[config.mk]
export PLATFORM = sky130hd
export DESIGN_NAME = lsu_mem_ctrl
export DESIGN_NICKNAME = d
export VERILOG_FILES = /design/src/rtl/lsu_mem_ctrl.sv
export SDC_FILE = /design/constraint.sdc
export NUM_CORES = 1
export LEC_CHECK = 0
export BUFFER_PORTS_ARGS = -buffer_cell sky130_fd_sc_hd__clkbuf_2
export CAP_MARGIN = 20
export CORE_AREA = 4 4 89 133
export CTS_CLUSTER_SIZE = 30
export DETAILED_ROUTE_END_ITERATION = 7
export DIE_AREA = 0 0 93 137
export PLACE_DENSITY = 0.8
export SKIP_LAST_GASP = 1
export SYNTH_ARGS = -nofsm -noshare
export SYNTH_HDL_FRONTEND = slang
export SYNTH_SLANG_ARGS = --single-unit
[constraint.sdc]
create_clock -name CLK -period 3.9 [get_ports CLK]
set_clock_uncertainty 0.2 [all_clocks]
set_input_delay 0.78 -clock CLK [delete_from_list [all_inputs] [get_ports CLK]]
set_output_delay 0.78 -clock CLK [all_outputs]
set_load 0.02 [all_outputs]
[src/rtl/lsu_mem_ctrl.sv]
// MEM-stage load/store controller driving a synchronous single-port SRAM with configurable latency.
// Optional misaligned-access trap: define LSU_MISALIGN_TRAP_EN (otherwise addresses are force-aligned).
module lsu_mem_ctrl #(
  parameter int ADDR_W     = 32,
  parameter int RD_LATENCY = 1,
  parameter int WR_LATENCY = 1
) (
  input  logic              CLK,
  input  logic              RST,
  input  logic              EN,
  input  logic              REQ_VALID,
  input  logic              REQ_WE,
  input  logic [2:0]        REQ_FUNCT3,
  input  logic [ADDR_W-1:0] REQ_ADDR,
  input  logic [31:0]       REQ_WDATA,
  output logic              MEM_CSB,
  output logic              MEM_WE,
  output logic [ADDR_W-3:0] MEM_ADDR,
  output logic [3:0]        MEM_WMASK,
  output logic [31:0]       MEM_WDATA,
  input  logic [31:0]       MEM_RDATA,
  output logic              STALL,
  output logic              RESP_VALID,
  output logic [31:0]       RESP_RDATA,
  output logic              MISALIGN
);

  localparam int MAX_LAT = (RD_LATENCY > WR_LATENCY) ? RD_LATENCY : WR_LATENCY;
  localparam int CNT_W   = (MAX_LAT > 1) ? $clog2(MAX_LAT) : 1;
  localparam logic [CNT_W-1:0] RD_CNT = CNT_W'(RD_LATENCY - 1);
  localparam logic [CNT_W-1:0] WR_CNT = CNT_W'(WR_LATENCY - 1);

  typedef enum logic [1:0] {IDLE, ACCESS, WAIT, DONE} state_t;

  state_t             state_q, state_d;
  logic [CNT_W-1:0]   cnt_q;
  logic [ADDR_W-1:0]  addr_q;
  logic [2:0]         f3_q;
  logic               we_q;
  logic [31:0]        wdata_q;
  logic [31:0]        rdata_q;
  logic               accept;
  logic [3:0]         lane_mask;
  logic [31:0]        lane_wdata;
  logic [31:0]        load_val;
  logic [7:0]         ld_byte;
  logic [15:0]        ld_half;

  function automatic logic [ADDR_W-1:0] align_addr(input logic [ADDR_W-1:0] a, input logic [2:0] f3);
    case (f3[1:0])
      2'b00:   align_addr = a;
      2'b01:   align_addr = {a[ADDR_W-1:1], 1'b0};
      default: align_addr = {a[ADDR_W-1:2], 2'b00};
    endcase
  endfunction

`ifdef LSU_MISALIGN_TRAP_EN
  logic misaligned, trap_fire, trap_blk_q, misalign_q;

  assign misaligned = ((REQ_FUNCT3[1:0] == 2'b01) && REQ_ADDR[0]) ||
                      (REQ_FUNCT3[1] && (REQ_ADDR[1:0] != 2'b00));
  assign trap_fire  = (state_q == IDLE) && REQ_VALID && EN && !RST && misaligned && !trap_blk_q;
  assign accept     = (state_q == IDLE) && REQ_VALID && EN && !RST && !misaligned;
  assign MISALIGN   = misalign_q;

  // A held misaligned request traps once; re-arm only after REQ_VALID drops.
  always_ff @(posedge CLK or posedge RST) begin
    if (RST) begin
      trap_blk_q <= 1'b0;
      misalign_q <= 1'b0;
    end else if (EN) begin
      misalign_q <= trap_fire;
      if (!REQ_VALID)     trap_blk_q <= 1'b0;
      else if (trap_fire) trap_blk_q <= 1'b1;
    end
  end
`else
  assign accept   = (state_q == IDLE) && REQ_VALID && EN && !RST;
  assign MISALIGN = 1'b0;
`endif

  always_ff @(posedge CLK or posedge RST) begin
    if (RST) state_q <= IDLE;
    else     state_q <= state_d;
  end

  always_comb begin
    state_d = state_q;
    if (EN) begin
      case (state_q)
        IDLE:    if (accept) state_d = ACCESS;
        ACCESS:  state_d = WAIT;
        WAIT:    if (cnt_q == '0) state_d = DONE;
        DONE:    state_d = IDLE;
        default: state_d = IDLE;
      endcase
    end
  end

  always_ff @(posedge CLK or posedge RST) begin
    if (RST) begin
      cnt_q   <= '0;
      addr_q  <= '0;
      f3_q    <= '0;
      we_q    <= 1'b0;
      wdata_q <= '0;
      rdata_q <= '0;
    end else if (EN) begin
      if (accept) begin
        addr_q  <= align_addr(REQ_ADDR, REQ_FUNCT3);
        f3_q    <= REQ_FUNCT3;
        we_q    <= REQ_WE;
        wdata_q <= REQ_WDATA;
      end
      if (state_q == ACCESS) cnt_q <= we_q ? WR_CNT : RD_CNT;
      if (state_q == WAIT) begin
        if (cnt_q == '0) rdata_q <= we_q ? 32'd0 : load_val;
        else             cnt_q   <= cnt_q - 1'b1;
      end
    end
  end

  always_comb begin
    ld_byte = MEM_RDATA[{addr_q[1:0], 3'b000} +: 8];
    ld_half = addr_q[1] ? MEM_RDATA[31:16] : MEM_RDATA[15:0];
    case (f3_q[1:0])
      2'b00:   load_val = f3_q[2] ? {24'd0, ld_byte} : {{24{ld_byte[7]}}, ld_byte};
      2'b01:   load_val = f3_q[2] ? {16'd0, ld_half} : {{16{ld_half[15]}}, ld_half};
      default: load_val = MEM_RDATA;
    endcase
  end

  always_comb begin
    case (f3_q[1:0])
      2'b00: begin
        lane_mask  = 4'b0001 << addr_q[1:0];
        lane_wdata = {4{wdata_q[7:0]}};
      end
      2'b01: begin
        lane_mask  = addr_q[1] ? 4'b1100 : 4'b0011;
        lane_wdata = {2{wdata_q[15:0]}};
      end
      default: begin
        lane_mask  = 4'b1111;
        lane_wdata = wdata_q;
      end
    endcase
  end

  // SRAM pins are only non-idle during the single ACCESS cycle.
  assign MEM_CSB    = (state_q != ACCESS);
  assign MEM_WE     = (state_q == ACCESS) && we_q;
  assign MEM_ADDR   = (state_q == ACCESS) ? addr_q[ADDR_W-1:2] : '0;
  assign MEM_WMASK  = MEM_WE ? lane_mask : 4'b0000;
  assign MEM_WDATA  = MEM_WE ? lane_wdata : 32'd0;
  assign STALL      = accept || (state_q == ACCESS) || (state_q == WAIT);
  assign RESP_VALID = (state_q == DONE);
  assign RESP_RDATA = rdata_q;

endmodule

==> results.rst, run 1 <==
.. list-table::
   :header-rows: 1

   * - Metric
     - Value
   * - Avg WL per Cell
     - around 18 microns
   * - Weighted congestion at the end of routability-driven global placement
     - 0.9262
   * - Final sum of negative setup slack
     - 0 ns
   * - Number of global-route vias before repair
     - approximately 4600
   * - Hold-fix buffer count after cts
     - 0
   * - Reg clk slew, reported paths
     - 0.07 ns
   * - Count of pins over their slew limit
     - 0
   * - Die Y-Extent
     - 137 microns
   * - Synthesized flop and latch total
     - 103
   * - Diode count
     - 0
   * - Final standard cell area without fillers
     - about 6700 sq um
   * - Unrepaired setup endpoints after global routing
     - no
   * - Detailed placer's ending HPWL
     - approximately 11000 microns
   * - Largest net degree at the start of global routing
     - 88
   * - Cell depth of the worst flop-to-flop path
     - 4
   * - Maximum clock insertion buffer count
     - 2
   * - Synthesized area
     - roughly 5200 sq um
   * - Crit path kind
     - flip-flop to output port
   * - Cell types with the largest area share after synthesis
     - sky130_fd_sc_hd__dfrtp_1, sky130_fd_sc_hd__mux2_2, sky130_fd_sc_hd__and2_1
   * - Total track usage
     - 0.2280
   * - Post-synth top area cell
     - sky130_fd_sc_hd__dfrtp_1
   * - Fraction of final layout cells with drive strength greater than 1
     - 0.5000
   * - Clock Latency Late Sink
     - 0.33 ns
   * - Clock period minus worst slack
     - about 3.2 ns
   * - Starting density of the core
     - 0.4885
   * - Post-synthesis area per instance
     - 11.47 sq um
   * - CTS H-tree depth
     - 3
   * - Final critical-path setup slack
     - ~0.66 ns
   * - Post-CTS setup buffer count
     - 0
   * - Number of core rows
     - 46
   * - Number of unique standard cell types used by synthesis
     - 41
   * - Portion of the clock cycle consumed by the worst path in the final layout
     - 0.8318
   * - Biggest fanout along the worst timing path
     - 13
   * - Pwr/cell area
     - about 830 nW/um^2
   * - Syn Inst Count
     - ~450
   * - Cell leakage power
     - 0.003428 uW
   * - CP Data Required Time
     - between 2 and 3 ns
   * - Global route overflow
     - 0
   * - Worst Setup End Kind
     - output port
   * - Wire length of the first global-routing pass
     - 22930 microns
   * - Run status
     - completed
   * - Number of synthesized flops with an enable pin
     - 0
   * - Final Hold Violating Endpoints
     - 0
   * - PortBufs
     - 205
   * - Antenna violations before repair
     - 0
   * - Placement Cell Area
     - 6297 sq um
   * - Area Overhead vs Synth
     - 28.95%
   * - Slew at the pin with the worst max-slew slack
     - a little under 1 ns
   * - TritonCTS Sinks
     - 103
   * - # Max-Cap Violations
     - 0
   * - Peak VDD IR
     - 0.4223 mV
   * - Sort of element at the start of the critical path
     - flip-flop
   * - Capture instance of the worst register-to-register path
     - RESP_RDATA[21]
   * - Portion of the post-synthesis area used by sequential elements
     - 0.4982
   * - Post-detailed-route via-to-cell ratio
     - 5.537
   * - DRC violation total after the first TritonRoute iteration
     - 177
   * - Most common flop cell mapped by yosys
     - sky130_fd_sc_hd__dfrtp_1
   * - Post-Synthesis Net Count
     - 560
   * - Setup slack of the worst register-to-register path
     - 1.26 ns
   * - Normalized max-slew margin
     - 0.3359
   * - Fmax achieved
     - 308.3 MHz
   * - Placement-stage worst setup slack
     - 1.063 ns
   * - Setup violation total in the final timing report
     - 0
   * - Vias after detailed routing
     - 4385
   * - Std-Cell Core Area
     - around 11000 sq um
   * - Drt drc
     - 0
   * - Data arrival time of the critical path
     - 2.26 ns
   * - Most frequent cells in the layout
     - sky130_fd_sc_hd__clkbuf_2, sky130_fd_sc_hd__dfrtp_1, sky130_fd_sc_hd__mux2_2
   * - Clock tree from TritonCTS
     - yes
   * - Area share of the largest cell type after synthesis
     - 0.4982
   * - Number of gates given a new drive strength after cts
     - 0
   * - Die span in x
     - 93 microns
   * - Async set or reset register ratio after synthesis
     - 1.000
   * - Top-level port count
     - between 200 and 250
   * - Total Wirelength
     - ~14000 microns
   * - Overall die area
     - 12740 sq um
   * - Number of routed nets with antenna violations
     - 0
   * - Hold WS
     - roughly 0.22 ns
   * - Number of nets at the end of the flow
     - 752
   * - Clock tree root driver cell
     - sky130_fd_sc_hd__clkbuf_16
   * - Drt first pass iters
     - 5
   * - Num CTS Buffers
     - 9
   * - Most common cell after layout, fill and taps aside
     - sky130_fd_sc_hd__clkbuf_2
   * - Worst Hold Class
     - input port to async pin
   * - Critical register-to-register path startpoint
     - f3_q[0]
   * - Synth warnings
     - 0
state kept, by name (all words and copies together), names as in the netlist:
name        count
cnt_q           1
we_q            1
state_q         2
f3_q            3
addr_q         32
RESP_RDATA     32
wdata_q        32
metrics by stage:
stage,power [uW],std cells,utilization
2_1_floorplan,3736,451,-
3_3_place_gp,4436,775,0.5946
3_5_place_dp,4554,775,0.5946
4_1_cts,5597,791,0.6274
5_1_grt,5901,792,0.6300
6_report,5556,792,0.6300
worst max path at each step:
| stage | from | endpoint | slack, ns | cells after the start |
|---|---|---|---|---|
| final | f3_q[0] | MEM_WDATA[10] | 0.66 | 4 |
| after global routing | f3_q[0] | MEM_WDATA[14] | 0.54 | 4 |
| after CTS | f3_q[0] | MEM_WDATA[10] | 0.69 | 4 |
| after detailed placement | f3_q[0] | MEM_WDATA[10] | 1.06 | 4 |
| after global placement | f3_q[0] | MEM_WDATA[11] | 1.13 | 4 |
| after floorplan | RST | RESP_RDATA[0] | 0.22 | 1 |
worst max-delay path, cell delays in order, from the launching register on:
cell,delay [ns]
sky130_fd_sc_hd__dfrtp_1,0.58
sky130_fd_sc_hd__nor2_1,0.85
sky130_fd_sc_hd__nand2_1,0.14
sky130_fd_sc_hd__a21oi_1,0.17
sky130_fd_sc_hd__clkbuf_2,0.19
Yosys cell counts (5+ instances only):
| library cell | count |
|---|---|
| sky130_fd_sc_hd__dfrtp_1 | 103 |
| sky130_fd_sc_hd__mux2_2 | 77 |
| sky130_fd_sc_hd__and2_1 | 34 |
| sky130_fd_sc_hd__nor2_1 | 31 |
| sky130_fd_sc_hd__nand2_1 | 29 |
| sky130_fd_sc_hd__clkbuf_1 | 22 |
| sky130_fd_sc_hd__a21oi_1 | 19 |
| sky130_fd_sc_hd__mux2i_1 | 17 |
| sky130_fd_sc_hd__o21ai_0 | 16 |
| sky130_fd_sc_hd__a22o_1 | 14 |
| sky130_fd_sc_hd__a221o_1 | 13 |
| sky130_fd_sc_hd__a221o_2 | 10 |
| sky130_fd_sc_hd__and3_1 | 8 |
| sky130_fd_sc_hd__buf_2 | 8 |
| sky130_fd_sc_hd__inv_1 | 8 |
| sky130_fd_sc_hd__a222oi_1 | 7 |
| sky130_fd_sc_hd__ha_1 | 5 |
final cells by class:
cell class                 instances  area, sq um
clock inverter                     5        103.9
multi-input combinational        304         2399
sequential                       103         2577
tap                              144        180.2
fill                             929         3919
timing repair buffer             217         1136
inverter                           8        32.53
clock buffer                      11        242.7
power breakdown:
group	leakage [uW]	switching, uW	total [uW]	internal (uW)
clock	0.000170	384	1030	647
sequential	0.00128	407	1990	1580
combinational	0.00197	1440	2540	1100
kinds of logic after synthesis:
| kind of cell | share of synthesized area |
|---|---|
| other | 0.0007248 |
| AND/OR/NAND/NOR | 0.1146 |
| flip-flops | 0.4982 |
| buffers and inverters | 0.03821 |
| AO/OA/AOI/OAI | 0.1357 |
| adder cells (fa/ha/maj) | 0.01209 |
| multiplexers | 0.2005 |
per-layer routing:
metal  vias to the layer above  track usage  part of all wire
li1                       2004            -                 -
met1                      2144       0.2617              0.37
met2                       209       0.4012              0.53
met3                        28      0.05281             0.075
met4                         0       0.1035             0.027
met5                         -            0                 0
Power figures use the tool's default switching activity.
==> inputs of run 2 (changes only) <==
--- a/config.mk
+++ b/config.mk
@@ -5,13 +5,14 @@
 export SDC_FILE = /design/constraint.sdc
 export NUM_CORES = 1
 export LEC_CHECK = 0
+export ABC_AREA = 1
 export BUFFER_PORTS_ARGS = -buffer_cell sky130_fd_sc_hd__clkbuf_2
 export CAP_MARGIN = 20
-export CORE_AREA = 4 4 89 133
+export CORE_AREA = 4 4 95 141
 export CTS_CLUSTER_SIZE = 30
 export DETAILED_ROUTE_END_ITERATION = 7
-export DIE_AREA = 0 0 93 137
-export PLACE_DENSITY = 0.8
+export DIE_AREA = 0 0 99 145
+export PLACE_DENSITY = 0.75
 export SKIP_LAST_GASP = 1
 export SYNTH_ARGS = -nofsm -noshare
 export SYNTH_HDL_FRONTEND = slang
==> constraint.sdc (replaced) <==
create_clock -name CLK -period 2.8 [get_ports CLK]
set_clock_uncertainty 0.2 [all_clocks]
set_input_delay 0.56 -clock CLK [delete_from_list [all_inputs] [get_ports CLK]]
set_output_delay 0.56 -clock CLK [all_outputs]
set_load 0.02 [all_outputs]
==> run 2 against run 1 <==
Synthesized area up 1.6%. Clock power up 20%. Via count up 21%. Sequential power up 36%. Wire length up 9.4%. Core utilization down 7.2 points. Count of clock-buffer cells in the layout up 1. Synthesized cell count up 63%. Largest power group unchanged.
==> results.rst, run 2 <==
.. list-table::
   :header-rows: 1

   * - Metric
     - Value
   * - Cell types with the largest area share after synthesis
     - sky130_fd_sc_hd__dfrtp_1, sky130_fd_sc_hd__nand2_1, sky130_fd_sc_hd__inv_1
   * - Post-detailed-route via-to-cell ratio
     - 4.904
   * - Detailed placer's ending HPWL
     - 11840 microns
   * - Worst hold path depth
     - 3
   * - Vias after detailed routing
     - roughly 5300
   * - Capture instance of the worst register-to-register path
     - addr_q[9]
   * - Most common cell after layout, fill and taps aside
     - sky130_fd_sc_hd__nand2_1
   * - Hold WS
     - 0.2095 ns
   * - Drt first pass iters
     - 5
   * - Number of routed nets with antenna violations
     - 0
   * - Clock tree from TritonCTS
     - yes
   * - Critical register-to-register path startpoint
     - state_q[0]
   * - Number of global-route vias before repair
     - 5150
   * - Portion of total power attributed to combinational logic
     - 0.431
   * - Slew at the pin with the worst max-slew slack
     - roughly 0.74 ns
   * - Cell leakage power
     - roughly 0.0041 uW
   * - Clock tree root driver cell
     - sky130_fd_sc_hd__clkbuf_16
   * - Reg clk slew, reported paths
     - 0.07 ns
   * - Wire length of the first global-routing pass
     - 25470 microns
   * - Synthesized area
     - 5256 sq um
   * - Diode count
     - 0
   * - Number of synthesized flops with an enable pin
     - 0
   * - PortBufs
     - between 200 and 250
   * - Portion of the post-synthesis area used by sequential elements
     - 0.4904
   * - Final standard cell area without fillers
     - approximately 6700 sq um
   * - Most frequent cells in the layout
     - sky130_fd_sc_hd__nand2_1, sky130_fd_sc_hd__clkbuf_2, sky130_fd_sc_hd__dfrtp_1
   * - Area Overhead vs Synth
     - 28.11%
   * - Post-synthesis area per instance
     - 7.142 sq um
   * - Worst Hold Launch
     - REQ_ADDR[5]
   * - Clock Latency Late Sink
     - 0.34 ns
   * - Overall die area
     - between 10000 and 15000 sq um
   * - Peak VDD IR
     - ~0.42 mV
   * - Total Wirelength
     - 15820 microns
   * - Global route overflow
     - 0
   * - Drt drc
     - 0
   * - Run status
     - completed
   * - # Max-Cap Violations
     - 0
   * - Fraction of final layout cells with drive strength greater than 1
     - 0.2650
   * - Die span in x
     - 99 microns
   * - Worst Hold Class
     - input port to flip-flop
   * - Setup violation total in the final timing report
     - 0
   * - Portion of the clock cycle consumed by the worst path in the final layout
     - 0.9753
   * - Top-level port count
     - 207
   * - Area share of the largest cell type after synthesis
     - 0.4904
   * - Largest net degree at the start of global routing
     - 81
   * - Number of core rows
     - 49
   * - Synthesized flop and latch total
     - between 100 and 150
   * - Clock group share of total power
     - 0.179
   * - DRC violation total after the first TritonRoute iteration
     - 320
   * - Ordered list of cells on the worst path
     - inv_1 > ha_1 > nand2_1 > buf_4 > o21ai_0 > o221a_2 > clkbuf_2
   * - Number of nets at the end of the flow
     - 1036
   * - Maximum clock insertion buffer count
     - 2
   * - Num CTS Buffers
     - 9
   * - Starting density of the core
     - 0.4352
   * - Worst path max stage delay
     - 0.40 ns
   * - Biggest fanout along the worst timing path
     - 21
   * - Post-Synthesis Net Count
     - between 800 and 900
   * - Synth warnings
     - 0
   * - Avg WL per Cell
     - 14.58 microns
   * - Unrepaired setup endpoints after global routing
     - yes
   * - Data arrival time of the critical path
     - slightly below 2 ns
   * - Std-Cell Core Area
     - 12080 sq um
   * - CTS H-tree depth
     - 3
   * - Fmax achieved
     - 366.2 MHz
   * - Setup slack of the worst register-to-register path
     - 0.65 ns
   * - Normalized max-slew margin
     - 0.5037
   * - Share of the core filled with cells
     - 0.5575
   * - Crit path kind
     - flip-flop to output port
   * - Library cell contributing the largest single delay on the critical path
     - sky130_fd_sc_hd__dfrtp_1
   * - Final Hold Violating Endpoints
     - 0
   * - Post-synth top area cell
     - sky130_fd_sc_hd__dfrtp_1
   * - Syn Inst Count
     - 736
   * - Number of unique standard cell types used by synthesis
     - 27
   * - Most frequent cells after synthesis
     - sky130_fd_sc_hd__nand2_1, sky130_fd_sc_hd__dfrtp_1, sky130_fd_sc_hd__inv_1
   * - Die Y-Extent
     - 145 microns
   * - Weighted congestion at the end of routability-driven global placement
     - 0.9366
   * - TritonCTS Sinks
     - 103
   * - Antenna violations before repair
     - 0
   * - Placement Cell Area
     - 6424 sq um
   * - Clock period minus worst slack
     - 2.731 ns
   * - CP Data Required Time
     - between 2 and 2.5 ns
   * - Async set or reset register ratio after synthesis
     - 1.000
   * - Cell depth of the worst flop-to-flop path
     - 8
   * - Proportion of power drawn by flip-flops and latches
     - 0.390
   * - Internal Dissipation
     - 3909 uW
   * - Most common flop cell mapped by yosys
     - sky130_fd_sc_hd__dfrtp_1
   * - Sort of element at the start of the critical path
     - flip-flop
   * - Worst Setup End Kind
     - output port
   * - Total track usage
     - 0.2183
   * - Count leader, synth
     - sky130_fd_sc_hd__nand2_1
   * - Worst hold endpoint
     - addr_q[5]
   * - Pwr/cell area
     - about 1000 nW/um^2
   * - Proportion of total power due to net switching
     - 0.4376
   * - P_sw
     - 3041 uW
   * - Count of pins over their slew limit
     - 0
run 2: cell count changes in the layout (fill, tap and decap cells not counted), sizes merged, moves of 34 or more:
cell   before  now
nand3       2   52
inv         9   82
mux2       77    0
nand2      29  342
and2       35    0
o21ai      17   51
run 2: kinds of logic after synthesis:
kind of cell             Yosys count  share of synthesized area
AO/OA/AOI/OAI                     74                    0.07855
other                              1                  0.0007134
adder cells (fa/ha/maj)            5                    0.01190
flip-flops                       103                     0.4904
buffers and inverters            122                    0.09260
AND/OR/NAND/NOR                  431                     0.3259
run 2: worst max-delay path: cells and delay by family, from the launching register on:
family / cells / cell delay [ns]
adders and majority gates: 1 / 0.18
DFF: 1 / 0.40
buffers and inverters: 3 / 0.50
and+or+nand+nor: 1 / 0.08
AOI/OAI and AO/OA: 2 / 0.46
run 2: metal layers:
layer	track usage	wire, microns	vias to the layer above
li1	-	-	2634
met3	0.05331	1320	38
met4	0.09843	591	0
met1	0.2665	5973	2429
met5	0	0	-
met2	0.3617	7931	220
run 2: area by class of cell:
class | count | area (sq um)
Clock buffer | 12 | 236.5
Tap cell | 153 | 191.4
Sequential cell | 103 | 2579
Inverter | 84 | 322.8
Clock inverter | 4 | 56.30
Timing Repair Buffer | 218 | 1139
Multi-Input combinational cell | 511 | 2210
Fill cell | 1173 | 5344
run 2: stage by stage:
step | setup TNS (ns) | setup slack [ns] | total power [uW] | cells
after floorplan | -37.60 | -0.9224 | 4771 | 736
after global placement | 0 | 0.4663 | 5688 | 1068
after detailed placement | 0 | 0.3880 | 5739 | 1068
after CTS | 0 | 0.01101 | 7013 | 1085
after global routing | -0.04151 | -0.01611 | 7525 | 1085
final | 0 | 0.06922 | 6950 | 1085
run 2: power groups by stage:
stage,Sequential (uW),Clock [uW],Combinational (uW)
floorplan,2780,0,1990
global placement,2720,0,2970
detailed placement,2710,0,3030
CTS,2700,1270,3040
global route,2800,1340,3380
finish,2710,1240,3000
run 2: worst max-delay path by stage:
stage	cells after the start	end	slack, ns	startpoint
6_report	7	MEM_WDATA[25]	0.07	state_q[1]
5_1_grt	8	MEM_WDATA[9]	-0.02	state_q[1]
4_1_cts	8	MEM_WDATA[26]	0.01	state_q[1]
3_5_place_dp	8	MEM_WDATA[26]	0.39	state_q[1]
3_3_place_gp	8	MEM_WDATA[25]	0.47	state_q[1]
2_1_floorplan	5	STALL	-0.92	RST
run 2: what timing repair did:
| action | in CTS | in global routing |
|---|---|---|
| setup buffers | 0 | 0 |
| gates resized for setup | 0 | 7 |
| endpoints found under the setup margin | 0 | 15 |
| hold buffers | 1 | 0 |
| endpoints found under the hold margin | 5 | 0 |
